--- config.mk ---
export PLATFORM = sky130hd
export DESIGN_NAME = tl_a_burst_queue
export DESIGN_NICKNAME = d
export VERILOG_FILES = /design/src/rtl/tl_a_pkg.sv /design/src/rtl/tl_a_fifo.sv /design/src/rtl/tl_a_burst_queue.sv
export SDC_FILE = /design/constraint.sdc
export NUM_CORES = 1
export LEC_CHECK = 0
export ABC_AREA = 1
export BUFFER_PORTS_ARGS = -buffer_cell sky130_fd_sc_hd__buf_2
export CAP_MARGIN = 40
export CORE_MARGIN = 5
export CORE_UTILIZATION = 29
export DETAILED_ROUTE_END_ITERATION = 16
export PLACE_DENSITY = 0.48
export SLEW_MARGIN = 10
export SYNTH_ARGS = -nofsm -noshare
export SYNTH_HDL_FRONTEND = slang
export SYNTH_SLANG_ARGS = --single-unit
--- constraint.sdc ---
create_clock -name clock -period 16.1 [get_ports clock]
set_input_delay 2.415 -clock clock [delete_from_list [all_inputs] [get_ports clock]]
set_output_delay 2.415 -clock clock [all_outputs]
set_load 0.02 [all_outputs]
--- src/rtl/tl_a_pkg.sv ---
// TileLink A-channel field widths, opcodes, beat structs and burst-length math.
// Shared by the burst queue and its FIFO.
package tl_a_pkg;

    localparam int OPCODE_W = 3;
    localparam int PARAM_W  = 3;
    localparam int SIZE_W   = 4;
    localparam int SOURCE_W = 2;
    localparam int ADDR_W   = 32;
    localparam int DATA_W   = 64;
    localparam int CNT_W    = 12;

    localparam logic [OPCODE_W-1:0] PUT_FULL    = 3'd0;
    localparam logic [OPCODE_W-1:0] PUT_PARTIAL = 3'd1;
    localparam logic [OPCODE_W-1:0] ARITH       = 3'd2;
    localparam logic [OPCODE_W-1:0] LOGIC       = 3'd3;
    localparam logic [OPCODE_W-1:0] GET         = 3'd4;
    localparam logic [OPCODE_W-1:0] HINT        = 3'd5;
    localparam logic [OPCODE_W-1:0] ACQ_BLOCK   = 3'd6;
    localparam logic [OPCODE_W-1:0] ACQ_PERM    = 3'd7;

    typedef struct packed {
        logic [OPCODE_W-1:0] opcode;
        logic [PARAM_W-1:0]  param;
        logic [SIZE_W-1:0]   size;
        logic [SOURCE_W-1:0] source;
        logic [ADDR_W-1:0]   address;
    } tl_a_hdr_t;

    typedef struct packed {
        tl_a_hdr_t           hdr;
        logic [DATA_W-1:0]   data;
        logic                corrupt;
    } tl_a_beat_t;

    // Returns beats-1 so the 4096-beat maximum still fits the 12-bit counters.
    function automatic logic [CNT_W-1:0] beats_m1(input logic [OPCODE_W-1:0] opcode,
                                                  input logic [SIZE_W-1:0]   size,
                                                  input logic [SIZE_W-1:0]   beat_lg);
        logic [CNT_W-1:0] one;
        one = CNT_W'(1);
        if (!opcode[2] && (size > beat_lg))
            beats_m1 = (one << (size - beat_lg)) - one;
        else
            beats_m1 = '0;
    endfunction

endpackage

--- src/rtl/tl_a_fifo.sv ---
// Generic registered circular FIFO; write-to-read latency one cycle, no bypass.
// in_rdy_o depends only on occupancy, so a full FIFO refuses input even while draining.
module tl_a_fifo #(
    parameter int W     = 8,
    parameter int DEPTH = 2
) (
    input  logic                       clk_i,
    input  logic                       rst_i,
    input  logic                       in_vld_i,
    output logic                       in_rdy_o,
    input  logic [W-1:0]               in_dat_i,
    output logic                       out_vld_o,
    input  logic                       out_rdy_i,
    output logic [W-1:0]               out_dat_o,
    output logic [$clog2(DEPTH):0]     count_o
);
    localparam int AW = $clog2(DEPTH);
    localparam int CW = AW + 1;

    logic [W-1:0]  mem_q [DEPTH];
    logic [AW-1:0] wptr_q, wptr_d, rptr_q, rptr_d;
    logic [CW-1:0] count_q, count_d;
    logic          push, pop;

    assign in_rdy_o  = (count_q != CW'(DEPTH));
    assign out_vld_o = (count_q != '0);
    assign out_dat_o = mem_q[rptr_q];
    assign count_o   = count_q;
    assign push      = in_vld_i && in_rdy_o;
    assign pop       = out_vld_o && out_rdy_i;

    always_comb begin
        wptr_d  = wptr_q;
        rptr_d  = rptr_q;
        count_d = count_q;
        if (push) wptr_d = wptr_q + AW'(1);
        if (pop)  rptr_d = rptr_q + AW'(1);
        if (push && !pop)      count_d = count_q + CW'(1);
        else if (!push && pop) count_d = count_q - CW'(1);
    end

    always_ff @(posedge clk_i) begin
        if (rst_i) begin
            wptr_q  <= '0;
            rptr_q  <= '0;
            count_q <= '0;
        end else begin
            wptr_q  <= wptr_d;
            rptr_q  <= rptr_d;
            count_q <= count_d;
        end
    end

    // Storage needs no reset: entries are only visible through count_q.
    always_ff @(posedge clk_i) begin
        if (push) mem_q[wptr_q] <= in_dat_i;
    end

endmodule

--- src/rtl/tl_a_burst_queue.sv ---
// Buffers the arbitrated TL-A stream, marks first/last beats and flags mid-burst header changes.
// Latency one cycle through the FIFO; io_in_ready drops only when full.
module tl_a_burst_queue
    import tl_a_pkg::*;
#(
    parameter int DEPTH           = 2,
    parameter int BEAT_BYTES_LOG2 = 3
) (
    input  logic                    clock,
    input  logic                    reset,
    output logic                    io_in_ready,
    input  logic                    io_in_valid,
    input  logic [OPCODE_W-1:0]     io_in_bits_opcode,
    input  logic [PARAM_W-1:0]      io_in_bits_param,
    input  logic [SIZE_W-1:0]       io_in_bits_size,
    input  logic [SOURCE_W-1:0]     io_in_bits_source,
    input  logic [ADDR_W-1:0]       io_in_bits_address,
    input  logic [DATA_W-1:0]       io_in_bits_data,
    input  logic                    io_in_bits_corrupt,
    input  logic                    io_out_ready,
    output logic                    io_out_valid,
    output logic [OPCODE_W-1:0]     io_out_bits_opcode,
    output logic [PARAM_W-1:0]      io_out_bits_param,
    output logic [SIZE_W-1:0]       io_out_bits_size,
    output logic [SOURCE_W-1:0]     io_out_bits_source,
    output logic [ADDR_W-1:0]       io_out_bits_address,
    output logic [DATA_W-1:0]       io_out_bits_data,
    output logic                    io_out_bits_corrupt,
    output logic                    io_out_first,
    output logic                    io_out_last,
    output logic [$clog2(DEPTH):0]  io_count,
    output logic                    io_protocol_err
);
    localparam logic [SIZE_W-1:0] BEAT_LG = SIZE_W'(BEAT_BYTES_LOG2);

    tl_a_beat_t       in_beat, head;
    tl_a_hdr_t        hdr_q, hdr_d;
    logic [CNT_W-1:0] out_rem_q, out_rem_d, in_rem_q, in_rem_d;
    logic [CNT_W-1:0] head_m1, in_m1;
    logic             err_q, err_d;
    logic             in_fire, out_fire;

    assign in_beat.hdr.opcode  = io_in_bits_opcode;
    assign in_beat.hdr.param   = io_in_bits_param;
    assign in_beat.hdr.size    = io_in_bits_size;
    assign in_beat.hdr.source  = io_in_bits_source;
    assign in_beat.hdr.address = io_in_bits_address;
    assign in_beat.data        = io_in_bits_data;
    assign in_beat.corrupt     = io_in_bits_corrupt;

    tl_a_fifo #(.W($bits(tl_a_beat_t)), .DEPTH(DEPTH)) u_fifo (
        .clk_i     (clock),
        .rst_i     (reset),
        .in_vld_i  (io_in_valid),
        .in_rdy_o  (io_in_ready),
        .in_dat_i  (in_beat),
        .out_vld_o (io_out_valid),
        .out_rdy_i (io_out_ready),
        .out_dat_o (head),
        .count_o   (io_count)
    );

    assign io_out_bits_opcode  = head.hdr.opcode;
    assign io_out_bits_param   = head.hdr.param;
    assign io_out_bits_size    = head.hdr.size;
    assign io_out_bits_source  = head.hdr.source;
    assign io_out_bits_address = head.hdr.address;
    assign io_out_bits_data    = head.data;
    assign io_out_bits_corrupt = head.corrupt;

    assign in_fire  = io_in_valid && io_in_ready;
    assign out_fire = io_out_valid && io_out_ready;
    assign head_m1  = beats_m1(head.hdr.opcode, head.hdr.size, BEAT_LG);
    assign in_m1    = beats_m1(io_in_bits_opcode, io_in_bits_size, BEAT_LG);

    // An empty queue reports a lone beat so stale storage never leaks into the markers.
    assign io_out_first    = (out_rem_q == '0);
    assign io_out_last     = (out_rem_q == CNT_W'(1)) ||
                             ((out_rem_q == '0) && ((head_m1 == '0) || !io_out_valid));
    assign io_protocol_err = err_q;

    always_comb begin
        out_rem_d = out_rem_q;
        in_rem_d  = in_rem_q;
        hdr_d     = hdr_q;
        err_d     = err_q;
        if (out_fire)
            out_rem_d = (out_rem_q == '0) ? head_m1 : out_rem_q - CNT_W'(1);
        if (in_fire) begin
            if (in_rem_q == '0) begin
                hdr_d    = in_beat.hdr;
                in_rem_d = in_m1;
            end else begin
                if (in_beat.hdr != hdr_q) err_d = 1'b1;
                in_rem_d = in_rem_q - CNT_W'(1);
            end
        end
    end

    always_ff @(posedge clock) begin
        if (reset) begin
            out_rem_q <= '0;
            in_rem_q  <= '0;
            hdr_q     <= '0;
            err_q     <= 1'b0;
        end else begin
            out_rem_q <= out_rem_d;
            in_rem_q  <= in_rem_d;
            hdr_q     <= hdr_d;
            err_q     <= err_d;
        end
    end

endmodule
# ---- Word level (Yosys, flattened, before mapping)
# Memory sizes are Yosys's and may differ from the RTL's. A register that Yosys moved wholly into a read port is not among the register bits.
# Index checks and enable logic that the tools add are counted.
dict set report classes {
  add_sub_neg 10
  eq_ne 3
  bitwise 1
  n_shift 2
  n_mux 10
  n_reduce_logical 21
  magnitude_cmp 2
}
# cell count
set ops {}
lappend ops {{2-to-1 mux 12 bit} 4}
lappend ops {{subtractor 12 x 1 -> 12 bit, second input constant} 4}
lappend ops {{inequality test 44 bit} 1}
lappend ops {{zero test 12 bit} 3}
lappend ops {{<< shifter 1 x 4 -> 12 bit, first input constant} 2}
lappend ops {{== test 12 x 1 -> 1 bit, second input constant} 1}
lappend ops {{greater-than comparator 4 x 2 -> 1 bit, second input constant} 2}
lappend ops {{subtractor 4 x 2 -> 4 bit, second input constant} 2}
lappend ops {{logical AND 1 bit} 7}
lappend ops {{zero test 1 bit} 5}
lappend ops {{2-to-1 mux 1 bit} 4}
lappend ops {{2-to-1 mux 2 bit} 2}
lappend ops {{nonzero test 2 bit} 2}
lappend ops {{AND reduction 3 bit} 1}
lappend ops {{adder 1 bit, second input constant} 2}
lappend ops {{adder 2 x 1 -> 2 bit, second input constant} 1}
lappend ops {{logical OR 1 bit} 2}
lappend ops {{inequality test 2 bit, second input constant} 1}
lappend ops {{AND reduction 2 bit} 1}
lappend ops {{subtractor 2 x 1 -> 2 bit, second input constant} 1}
lappend ops {{NOT 1 bit} 1}
dict set report totals {
  reg_bits 73
  memories 1
  ramBits 218
}
# memory depth width rd rd_clocked_by_memory_dff wr line_no
set mem_list {}
lappend mem_list {u_fifo.mem_q 2 109 1 1 1 tl_a_fifo.sv:20} ;# logic [W-1:0] mem_q [DEPTH];

# ---- Logic depth before layout (Yosys ltp)
# Gate-level depths: netlist of run 1.
dict set report depth {
  ltp_word 8
  ltp_mapped 14
}

# ---- Hierarchy
# From an unflattened synthesis of run 1, not the netlist that was laid out.
dict set report unflattened {
  cells_unflattened 1052
  area_unflattened_um2 12497.0
}
# module n_inst cells_each area_per_inst_um2
set modules_own_cells {}
lappend modules_own_cells {tl_a_fifo 1 376 8129.0}
lappend modules_own_cells {tl_a_burst_queue 1 676 4367.9}

# ---- Least setup slack after synthesis of run 1
# Ideal clock, no wire load.
dict set report synth_path {
  path_kind {input to register}
  start {input port io_in_valid}
  end {memory u_fifo.mem_q[1][0] (netlist bit), enable pin}
  required_ns 15.520
  path_slack_ns 8.406
  arrival_time_ns 7.114
  n_path_buf 0
  cell_stages 2
  path_cell_list {nand2_2 > nor2_1}
}
dict set report synth_between {
  elab_chain_cells 3
}
# element line_no
set synth_rtl {}
lappend synth_rtl {{start, declared} tl_a_burst_queue.sv:12} ;# input logic io_in_valid,
lappend synth_rtl {{logical AND 1 bit} tl_a_fifo.sv:29} ;# assign push = in_vld_i && in_rdy_o;
lappend synth_rtl {{2-to-1 mux 1 bit} tl_a_fifo.sv:56} ;# if (push) mem_q[wptr_q] <= in_dat_i;
lappend synth_rtl {{2-to-1 mux 1 bit (implied by the code)} tl_a_fifo.sv:56}
lappend synth_rtl {{end, declared} tl_a_fifo.sv:20}
# Every way passes these cells.

==> metrics.log, run 1 <==
[metrics] areal power density over the cells: 180 mW/mm^2
[metrics] largest net degree at the start of global routing: 60
[metrics] share of post-route cells with drive strength above 1: 21.9%
[metrics] leading cell type in the layout, fill and taps excluded: sky130_fd_sc_hd__nand2_1
[metrics] crit path kind: reg -> out
[metrics] post-CTS clock slew at the launch and capture registers of the worst setup and hold paths: 0.06 ns
[metrics] hold buffer count at cts: 0
[metrics] final period demand of the worst path: 5.33 ns
[metrics] cell row count: 75
[metrics] final worst clock skew: 0.0217 ns
[metrics] DRC viols: 0
[metrics] via count of the first global-routing pass: 8,680
[metrics] estimated wirelength of the detail-placed design: 21,600 um
[metrics] portion of the post-synthesis area used by sequential elements: 64.8%
[metrics] total number of nets in the final design: 1,607
[metrics] slack of the critical path: 10.77 ns
[metrics] TritonCTS clock tree: built
[metrics] biggest fanout along the worst timing path: 55
[metrics] top-level port count: 229
[metrics] number of hold violations in the final report: 0
[metrics] initial antenna violation count: 7
[metrics] DRC violation total after the first TritonRoute iteration: 524
[metrics] insertion delay of the later-clocked pin in the worst-skew pair: 0.53 ns
[metrics] worst slack at placement: 11.20 ns
[metrics] met3 routing resource usage after global routing: 4.35%
[metrics] most used routing layer in global routing: met2
[metrics] unrepaired setup endpoints after global routing: false
[metrics] die height: 217 um
[metrics] met1 Track Usage GR: 18.9%
[metrics] Initial Utilization: 29.4%
[metrics] number of max-slew violations in the final report: 0
[metrics] clock root buffer: sky130_fd_sc_hd__clkbuf_16
[metrics] max capacitance violation total: 0
[metrics] synthesized area per cell: 9.86 um^2
[metrics] path class of the lowest-slack min-delay path: reg -> reg
[metrics] Static Leak: 6.39 nW
[metrics] first-pass GRT wire length: 50,500 um
[metrics] remaining antenna violation count: 0
[metrics] worst relative slew slack: 49.0%
[metrics] number of warnings reported in the yosys synthesis log: 0
[metrics] share of the cycle needed by the critical path after routing: 33.1%
[metrics] via density per instance: 4.51
[metrics] GRT overflow: 0
[metrics] per-cell routed wire length: 16.2 um
[metrics] post-synth top area cell: sky130_fd_sc_hd__edfxtp_1
[metrics] Max clock buf depth: 3
[metrics] Chip Width: 217 um
[metrics] post-synth net total: 1,376
[metrics] run status: completed
[metrics] Slew @ Worst Pin: 0.765 ns
[metrics] global-route total usage across every layer: 13.6%
[metrics] number of buffers inserted during clock tree synthesis: 36
[metrics] routability congestion estimate: 0.760
[metrics] core outline area: 0.0421 mm^2
[metrics] r2r setup slk: 13.08 ns
[metrics] Worst EP required: 13.69 ns
[metrics] P&R area growth vs syn: 23.7%
[metrics] Setup crit start kind: flop
[metrics] met2 Usage GRT: 20.8%
[metrics] total power consumption of the routed design: 2.76 mW
[metrics] share of the synthesized area in the top cell type: 52.9%
[metrics] number of buffers inserted by post-CTS setup repair: 0
[metrics] synthesized flop and latch total: 292
[metrics] Area contributors post-synth: sky130_fd_sc_hd__edfxtp_1 53%, sky130_fd_sc_hd__nand2_1 14%, sky130_fd_sc_hd__dfxtp_1 12%
[metrics] final setup vio count: 0
[metrics] total via count in the routed design: 9,250
[metrics] Setup TNS Final: 0 ns
[metrics] worst supply voltage drop on vdd: 72.1 uV
[metrics] most frequent cells in the layout: 447 x sky130_fd_sc_hd__nand2_1, 228 x sky130_fd_sc_hd__buf_2, 218 x sky130_fd_sc_hd__edfxtp_1, 90 x sky130_fd_sc_hd__inv_1, 73 x sky130_fd_sc_hd__dfxtp_1
[metrics] FMAX: 188 MHz
[metrics] worst endpoint data arrival time: 2.92 ns
[metrics] Final Non-Filler Cells: 2,052
[metrics] cells after synthesis: 1,255
[metrics] Distinct cells, synth: 40
[metrics] number of buffers added on ports: 228
[metrics] netlist area before placement: 0.0124 mm^2
[metrics] number of H-tree branching levels: 2
[metrics] TritonCTS sink count: 292
[metrics] total of cells resized after clock tree synthesis: 0
[metrics] detailed-router iteration count before antenna repair: 4
[metrics] crit end category: output port
[metrics] placed cell count: 1,987
[metrics] DIE AREA: 0.0469 mm^2
[metrics] overall routed net length: 33,200 um
==> kinds of logic (layout without fill, tap and decap cells) <==
family | Yosys count | after routing | share of synthesized area [%]
adders and majority gates | 8 | 8 | 0.809
and+or+nand+nor | 628 | 628 | 21.0
AOI/OAI and AO/OA | 153 | 153 | 6.65
xor gates and xnor gates | 30 | 30 | 2.12
other | 0 | 3 | 0
buffers and inverters | 144 | 399 | 4.58
DFF | 292 | 292 | 64.8
==> final timing paths <==
path	cells after the start	to	from
setup / recovery	8	io_out_last	flop
hold / removal	1	flop	u_fifo.rptr_q
setup reg to reg	12	out_rem_q[8]	flop
hold reg to reg	1	flop	u_fifo.rptr_q
==> cell usage after synthesis, drive strengths merged <==
cell type	n
ha	8
or2	16
nor4	2
nand3	71
o2111ai	2
a22oi	3
nor3	6
a21boi	1
o21ai	59
nand2	456
a21oi	72
buf	13
xnor2	24
a211oi	1
nor2	63
xor2	6
o211ai	5
clkbuf	35
o22ai	2
inv	96
nand4	13
edfxtp	218
a21o	1
o21a	2
and3	1
a31oi	5
dfxtp	74
==> routing by layer <==
layer / vias to the layer above / part of all wire [%]
li1: 4644 / -
met1: 4320 / 46
met2: 229 / 44
met3: 49 / 7.0
met4: 8 / 1.9
met5: - / 0.17
==> stage by stage <==
step | cell area, um^2 | hold WS, ns | util, %
final | 15300 | 0.455 | 36.4
after global routing | 15300 | 0.478 | 36.3
after CTS | 15300 | 0.456 | 36.3
after detailed placement | 14200 | 0.446 | 33.6
after global placement | 14100 | 0.423 | 33.4
after floorplan | 12400 | 0.426 | -
==> sequential cells by signal, summed over array words and instances (netlist names), named ones only <==
name             flops
u_fifo.mem_q       218
u_fifo.rptr_q        1
io_protocol_err      1
in_rem_q            12
hdr_q               44
u_fifo.wptr_q        1
out_rem_q           12
u_fifo.count_o       2
==> layout make-up <==
class                      instances  area (um^2)
inverter                          96          363
antenna                            3         7.51
clock buffer                      47          973
clock inverter                    15          170
sequential                       292         8030
multi-input combinational        819         3800
timing repair buffer             241         1300
tap                              539          674
fill                            4262        26800
==> power breakdown <==
part | internal, mW | switching [mW] | total (mW) | leakage [nW]
logic | 0.288 | 0.651 | 0.938 | 3.20
registers | 0.963 | 0.0696 | 1.03 | 2.64
clock network | 0.488 | 0.306 | 0.794 | 0.556
==> worst max-delay path, stage by stage, from the launching register on <==
cell and delay, ns:
sky130_fd_sc_hd__dfxtp_4 0.81, sky130_fd_sc_hd__inv_4 0.29, sky130_fd_sc_hd__buf_4 0.35, sky130_fd_sc_hd__or2_0 0.26, sky130_fd_sc_hd__o21ai_2 0.10, sky130_fd_sc_hd__nand2_2 0.14
sky130_fd_sc_hd__o21ai_0 0.17, sky130_fd_sc_hd__nand2_1 0.08, sky130_fd_sc_hd__buf_2 0.16
(Power assumes the default switching activity.)
==> run 2, diff against run 1 <==
PLACE_DENSITY = 0.5   (was 0.48)
clock period = 4.3 ns   (was 16.1 ns; I/O delays follow)
==> metrics.log, run 2 (synthesis results as in run 1) <==
[metrics] clock root buffer: sky130_fd_sc_hd__clkbuf_16 (unchanged)
[metrics] final worst clock skew: 0.00921 ns (was 0.0217 ns)
[metrics] worst path buffer plus inverter count: 3 (unchanged)
[metrics] insertion delay of the later-clocked pin in the worst-skew pair: 0.52 ns (was 0.53 ns)
[metrics] area taken by flip-flops and latches: 0.00803 mm^2 (unchanged)
[metrics] placed standard-cell area: 0.0141 mm^2 (was 0.0142 mm^2)
[metrics] DRC viols: 0 (unchanged)
[metrics] Static Leak: 6.37 nW (was 6.39 nW)
[metrics] wire length on met3: 2000 um (was 2330 um)
[metrics] leading cell type in the layout, fill and taps excluded: sky130_fd_sc_hd__nand2_1 (unchanged)
[metrics] routed length on met1: 15,400 um (about the same)
[metrics] GRT overflow: 0 (unchanged)
[metrics] number of buffers inserted during clock tree synthesis: 35 (was 36)
[metrics] Initial Utilization: 29.4% (unchanged)
[metrics] most frequent cells in the layout: 447 x sky130_fd_sc_hd__nand2_1, 228 x sky130_fd_sc_hd__buf_2, 218 x sky130_fd_sc_hd__edfxtp_1, 90 x sky130_fd_sc_hd__inv_1, 73 x sky130_fd_sc_hd__dfxtp_1 (unchanged)
[metrics] total number of nets in the final design: 1,605 (was 1,607)
[metrics] Chip Width: 217 um (unchanged)
[metrics] number of buffers inserted by post-CTS setup repair: 0 (unchanged)
[metrics] hold buffer count at cts: 0 (unchanged)
[metrics] areal power density over the cells: 670 mW/mm^2 (was 180 mW/mm^2)
[metrics] Setup TNS Final: 0 ns (unchanged)
[metrics] crit end category: output port (unchanged)
[metrics] share of post-route cells with drive strength above 1: 21.9% (about the same)
[metrics] largest net degree at the start of global routing: 86 (was 60)
[metrics] Most Frequent Cell on Critical Path: sky130_fd_sc_hd__nand2_1
[metrics] overall routed net length: 32,900 um (was 33,200 um)
[metrics] top layer reached by signal wires: met5 (unchanged)
[metrics] worst endpoint data arrival time: 2.53 ns (was 2.92 ns)
[metrics] Setup crit start kind: flop (unchanged)
[metrics] estimated wirelength of the detail-placed design: 22,000 um (was 21,600 um)
[metrics] die height: 217 um (unchanged)
[metrics] max capacitance violation total: 0 (unchanged)
[metrics] post-layout instance area: 0.0153 mm^2 (about the same)
[metrics] DRC violation total after the first TritonRoute iteration: 621 (was 524)
[metrics] P&R area growth vs syn: 23.3% (was 23.7%)
[metrics] Worst EP required: 3.65 ns (was 13.69 ns)
[metrics] total of cells resized after clock tree synthesis: 0 (unchanged)
[metrics] metal2 WL: 14,900 um (was 14,800 um)
[metrics] post-CTS clock slew at the launch and capture registers of the worst setup and hold paths: 0.06 ns (about the same)
[metrics] initial antenna violation count: 7 (unchanged)
[metrics] TritonCTS sink count: 292 (unchanged)
[metrics] cell with the largest stage delay on the worst path: sky130_fd_sc_hd__dfxtp_4 (unchanged)
[metrics] total via count in the routed design: 9,176 (was 9,250)
[metrics] routability congestion estimate: 0.793 (was 0.760)
[metrics] detailed-router iteration count before antenna repair: 5 (was 4)
[metrics] Top reg by flops: u_fifo.mem_q (unchanged)
[metrics] global-route total usage across every layer: 13.8% (was 13.6%)
[metrics] largest registers in the final layout: u_fifo.mem_q (218), hdr_q (44) (unchanged)
[metrics] run status: completed (unchanged)
[metrics] Largest delay share family, worst path: flip-flops (unchanged)
[metrics] Slew @ Worst Pin: 0.801 ns (was 0.765 ns)
[metrics] worst-case hold slack: 0.314 ns (was 0.455 ns)
[metrics] top-level port count: 229 (unchanged)
[metrics] critical path, cell by cell: inv_4, nand2_1, nand2_2, inv_1, nand2_1, nand2_2, o21ai_0, nand2_1, buf_2 (was inv_4, buf_4, or2_0, o21ai_2, nand2_2, o21ai_0, nand2_1, buf_2)
[metrics] DIE AREA: 0.0469 mm^2 (unchanged)
[metrics] FMAX: 315 MHz
[metrics] number of hold violations in the final report: 0 (unchanged)
[metrics] remaining antenna violation count: 0 (unchanged)
[metrics] core outline area: 0.0421 mm^2 (unchanged)
[metrics] # fillers: 4,264 (was 4,262)
[metrics] TritonCTS clock tree: built (unchanged)
[metrics] worst supply voltage drop on vdd: 313 uV (was 72.1 uV)
[metrics] number of H-tree branching levels: 2 (unchanged)
[metrics] final period demand of the worst path: 3.18 ns
[metrics] total power consumption of the routed design: 10.2 mW (was 2.76 mW)
[metrics] cell row count: 75 (unchanged)
[metrics] CP max stage delay: 0.70 ns (was 0.81 ns)
[metrics] first-pass GRT wire length: 51,300 um (was 50,500 um)
[metrics] biggest fanout along the worst timing path: 43 (was 55)
[metrics] final setup vio count: 0 (unchanged)
[metrics] per-cell routed wire length: 16.0 um (was 16.2 um)
[metrics] via count of the first global-routing pass: 9,002 (was 8,680)
[metrics] worst relative slew slack: 46.6% (was 49.0%)
[metrics] area of combinational cells with multiple inputs: 0.00380 mm^2 (unchanged)
[metrics] number of max-slew violations in the final report: 0 (unchanged)
[metrics] path class of the lowest-slack min-delay path: in -> reg (was reg -> reg)
[metrics] Max clock buf depth: 3 (unchanged)
[metrics] number of buffers added on ports: 228 (unchanged)
[metrics] via density per instance: 4.48 (was 4.51)
[metrics] unrepaired setup endpoints after global routing: false (unchanged)
[metrics] flip-flop count of the largest register after layout: 218 (unchanged)
[metrics] share of the cycle needed by the critical path after routing: 73.9%
[metrics] crit path kind: reg -> out (unchanged)
[run 2: cell types whose count changed in the layout (fill, tap and decap cells not counted)]
cell	delta
sky130_fd_sc_hd__clkbuf_1	-1
sky130_fd_sc_hd__buf_12	+2
sky130_fd_sc_hd__bufinv_16	-1
sky130_fd_sc_hd__buf_16	-2
sky130_fd_sc_hd__clkbuf_8	-1
sky130_fd_sc_hd__buf_4	-1
sky130_fd_sc_hd__clkinv_4	+2
[run 2: area by class of cell]
type,count,area share [%]
sequential,292,52.6
multi-input combinational,819,24.9
timing repair buffer,240,8.36
clock buffer,45,6.26
tap,539,4.42
inverter,96,2.38
clock inverter,16,1.03
antenna,3,0.0492
[run 2: stage by stage]
stage | std cells | utilization (%) | setup slack (ns)
6_report | 2050 | 36.2 | 1.12
3_5_place_dp | 1986 | 33.6 | 1.55
5_1_grt | 2047 | 36.2 | 0.788
4_1_cts | 2047 | 36.2 | 0.967
2_1_floorplan | 1255 | - | 0.0489
3_3_place_gp | 1985 | 33.5 | 1.46
[run 2: routing by layer]
metal,vias to the layer above,track usage [%]
met5,-,0
met4,8,3.24
met3,42,4.07
met2,206,21.7
met1,4274,18.8
li1,4646,-
[run 2: final timing paths]
check / start / endpoint / slack [ns] / cells after the start
setup / recovery: flop / io_out_last / 1.12 / 9
hold / removal: io_in_bits_data[47] / u_fifo.mem_q[0][48] / 0.31 / 1
setup reg to reg: flop / out_rem_q[8] / 1.73 / 12
hold reg to reg: u_fifo.rptr_q / flop / 0.45 / 1
[run 2: power by group]
part           leakage, nW  switching, mW  internal (mW)
logic                 3.19           2.42           1.08
clock network        0.541           1.13           1.75
registers             2.64          0.251           3.61
[run 2: worst reg2reg max path: stages (launching register included)]
cell and delay, ns:
sky130_fd_sc_hd__dfxtp_4 0.70, sky130_fd_sc_hd__inv_4 0.26, sky130_fd_sc_hd__nand2_1 0.12, sky130_fd_sc_hd__nand2_1 0.18
sky130_fd_sc_hd__nor2_1 0.29, sky130_fd_sc_hd__nand3_1 0.13, sky130_fd_sc_hd__ha_1 0.25, sky130_fd_sc_hd__nand2_1 0.09
sky130_fd_sc_hd__nor2_2 0.07, sky130_fd_sc_hd__inv_2 0.07, sky130_fd_sc_hd__or2_0 0.10, sky130_fd_sc_hd__nand3_1 0.10
sky130_fd_sc_hd__a21oi_1 0.15
==> run 3, diff against run 2 <==
clock period = 2.9 ns   (was 4.3 ns; I/O delays follow)
==> metrics.log, run 3 (synthesis results as in run 1) <==
[metrics] Setup TNS Final: 0 ns (unchanged)
[metrics] Initial Utilization: 29.4% (unchanged)
[metrics] final setup vio count: 0 (unchanged)
[metrics] TritonCTS sink count: 292 (unchanged)
[metrics] number of hold violations in the final report: 0 (unchanged)
[metrics] run status: completed (unchanged)
[metrics] global-route total usage across every layer: 13.7% (was 13.8%)
[metrics] worst endpoint data arrival time: 2.16 ns (was 2.53 ns)
[metrics] most frequent cells in the layout: 446 x sky130_fd_sc_hd__nand2_1, 228 x sky130_fd_sc_hd__buf_2, 218 x sky130_fd_sc_hd__edfxtp_1, 90 x sky130_fd_sc_hd__inv_1 (was 447 x sky130_fd_sc_hd__nand2_1, 228 x sky130_fd_sc_hd__buf_2, 218 x sky130_fd_sc_hd__edfxtp_1, 90 x sky130_fd_sc_hd__inv_1, 73 x sky130_fd_sc_hd__dfxtp_1)
[metrics] Top reg by flops: u_fifo.mem_q (unchanged)
[metrics] share of the cycle needed by the critical path after routing: 89.3%
[metrics] overall routed net length: 33,200 um (was 32,900 um)
[metrics] Chip Width: 217 um (unchanged)
[metrics] worst-case hold slack: 0.108 ns (was 0.314 ns)
[metrics] via density per instance: 4.51 (was 4.48)
[metrics] first-pass GRT wire length: 51,500 um (was 51,300 um)
[metrics] Static Leak: 6.38 nW (was 6.37 nW)
[metrics] unrepaired setup endpoints after global routing: false (unchanged)
[metrics] total of cells resized after clock tree synthesis: 0 (unchanged)
[metrics] # fillers: 4,264 (unchanged)
[metrics] estimated wirelength of the detail-placed design: 21,800 um (was 22,000 um)
[metrics] total number of nets in the final design: 1,610 (was 1,605)
[metrics] share of post-route cells with drive strength above 1: 22.1% (was 21.9%)
[metrics] flip-flop count of the largest register after layout: 218 (unchanged)
[metrics] number of buffers added on ports: 228 (unchanged)
[metrics] cell with the largest stage delay on the worst path: sky130_fd_sc_hd__dfxtp_4 (unchanged)
[metrics] leading cell type in the layout, fill and taps excluded: sky130_fd_sc_hd__nand2_1 (unchanged)
[metrics] Slew @ Worst Pin: 0.636 ns (was 0.801 ns)
[metrics] number of buffers inserted during clock tree synthesis: 35 (unchanged)
[metrics] total via count in the routed design: 9,258 (was 9,176)
[metrics] insertion delay of the later-clocked pin in the worst-skew pair: 0.51 ns (was 0.52 ns)
[metrics] largest registers in the final layout: u_fifo.mem_q (218), hdr_q (44) (unchanged)
[metrics] total power consumption of the routed design: 15.1 mW (was 10.2 mW)
[metrics] final period demand of the worst path: 2.59 ns
[metrics] FMAX: 386 MHz
[metrics] DRC violation total after the first TritonRoute iteration: 549 (was 621)
[metrics] worst slack at placement: 0.607 ns (was 1.55 ns)
[metrics] TritonCTS clock tree: built (unchanged)
[metrics] largest net degree at the start of global routing: 79 (was 86)
[metrics] worst supply voltage drop on vdd: 472 uV (was 313 uV)
[metrics] core outline area: 0.0421 mm^2 (unchanged)
[metrics] areal power density over the cells: 988 mW/mm^2 (was 670 mW/mm^2)
[metrics] detailed-router iteration count before antenna repair: 5 (unchanged)
[metrics] remaining antenna violation count: 0 (unchanged)
[metrics] cell row count: 75 (unchanged)
[metrics] die height: 217 um (unchanged)
[metrics] number of H-tree branching levels: 2 (unchanged)
[metrics] crit path kind: reg -> out (unchanged)
[metrics] routability congestion estimate: 0.825 (was 0.793)
[metrics] path class of the lowest-slack min-delay path: in -> reg (unchanged)
[metrics] Most Frequent Cell on Critical Path: sky130_fd_sc_hd__nand2_1 (unchanged)
[metrics] per-cell routed wire length: 16.2 um (was 16.0 um)
[metrics] CP max stage delay: 0.59 ns (was 0.70 ns)
[metrics] post-CTS clock slew at the launch and capture registers of the worst setup and hold paths: 0.06 ns (about the same)
[metrics] area taken by flip-flops and latches: 0.00803 mm^2 (about the same)
[metrics] Max clock buf depth: 3 (unchanged)
[metrics] initial antenna violation count: 6 (was 7)
[metrics] number of max-slew violations in the final report: 0 (unchanged)
[metrics] area of combinational cells with multiple inputs: 0.00380 mm^2 (about the same)
[metrics] worst relative slew slack: 57.6% (was 46.6%)
[metrics] final worst clock skew: 0.00984 ns (was 0.00921 ns)
[metrics] critical path, cell by cell: inv_4, nand2_1, nand2_1, nand2_1, nand2_2, o21ai_0, nand2_1, buf_2 (was inv_4, nand2_1, nand2_2, inv_1, nand2_1, nand2_2, o21ai_0, nand2_1, buf_2)
[metrics] hold buffer count at cts: 0 (unchanged)
[metrics] max capacitance violation total: 0 (unchanged)
[metrics] top-level port count: 229 (unchanged)
[metrics] DIE AREA: 0.0469 mm^2 (unchanged)
[metrics] DRC viols: 0 (unchanged)
[metrics] GRT overflow: 0 (unchanged)
[metrics] clock root buffer: sky130_fd_sc_hd__clkbuf_16 (unchanged)
[metrics] slack of the critical path: 0.310 ns (was 1.12 ns)
[metrics] biggest fanout along the worst timing path: 19 (was 43)
[metrics] Worst EP required: 2.47 ns (was 3.65 ns)
[metrics] via count of the first global-routing pass: 9,073 (was 9,002)
[metrics] Setup crit start kind: flop (unchanged)
[metrics] crit end category: output port (unchanged)
[metrics] P&R area growth vs syn: 23.7% (was 23.3%)
## run 3: final timing paths
path	from	endpoint	slack [ns]	cells past startpoint
hold reg to reg	u_fifo.rptr_q	flop	0.45	1
setup reg to reg	flop	out_rem_q[8]	0.71	13
hold / removal	io_in_bits_data[32]	u_fifo.mem_q[1][33]	0.11	1
setup / recovery	flop	io_out_last	0.31	8
## run 3: routing by layer
metal | vias to the layer above | track usage, % | wire length (um)
met1 | 4322 | 18.4 | 15200
li1 | 4657 | - | -
met4 | 8 | 3.37 | 625
met5 | - | 0 | 41
met3 | 51 | 3.77 | 2130
met2 | 220 | 22.3 | 15300
## run 3: area by class of cell
class | count | area share (%)
sequential | 292 | 52.5
multi-input combinational | 819 | 24.8
antenna | 2 | 0.0327
timing repair buffer | 245 | 8.91
inverter | 96 | 2.37
clock buffer | 51 | 6.38
clock inverter | 11 | 0.580
tap | 539 | 4.41
## run 3: report_power, final
group	total [mW]	internal, mW	switching [mW]
clock	4.10	2.43	1.67
sequential	5.70	5.35	0.350
combinational	5.32	1.66	3.66
total	15.1	9.44	5.68
## run 3: worst max-delay path: cells and delay by family (launching register included)
kind,cells,cell delay [ns]
AOI/OAI and AO/OA,1,0.18
and+or+nand+nor,5,0.60
DFF,1,0.59
buffers and inverters,2,0.28
## run 3: metrics by stage
step / instance area (um^2) / instances / util (%)
after floorplan: 12400 / 1255 / -
after global placement: 14200 / 1990 / 33.7
after detailed placement: 14200 / 1990 / 33.7
after CTS: 15300 / 2052 / 36.3
after global routing: 15300 / 2054 / 36.3
final: 15300 / 2055 / 36.3
## run 3: what timing repair did
| action | 4_1_cts | 5_1_grt |
|---|---|---|
| setup endpoints to repair | 0 | 1 |
| buffers inserted | 0 | 1 |
| hold endpoints to repair | 0 | 0 |
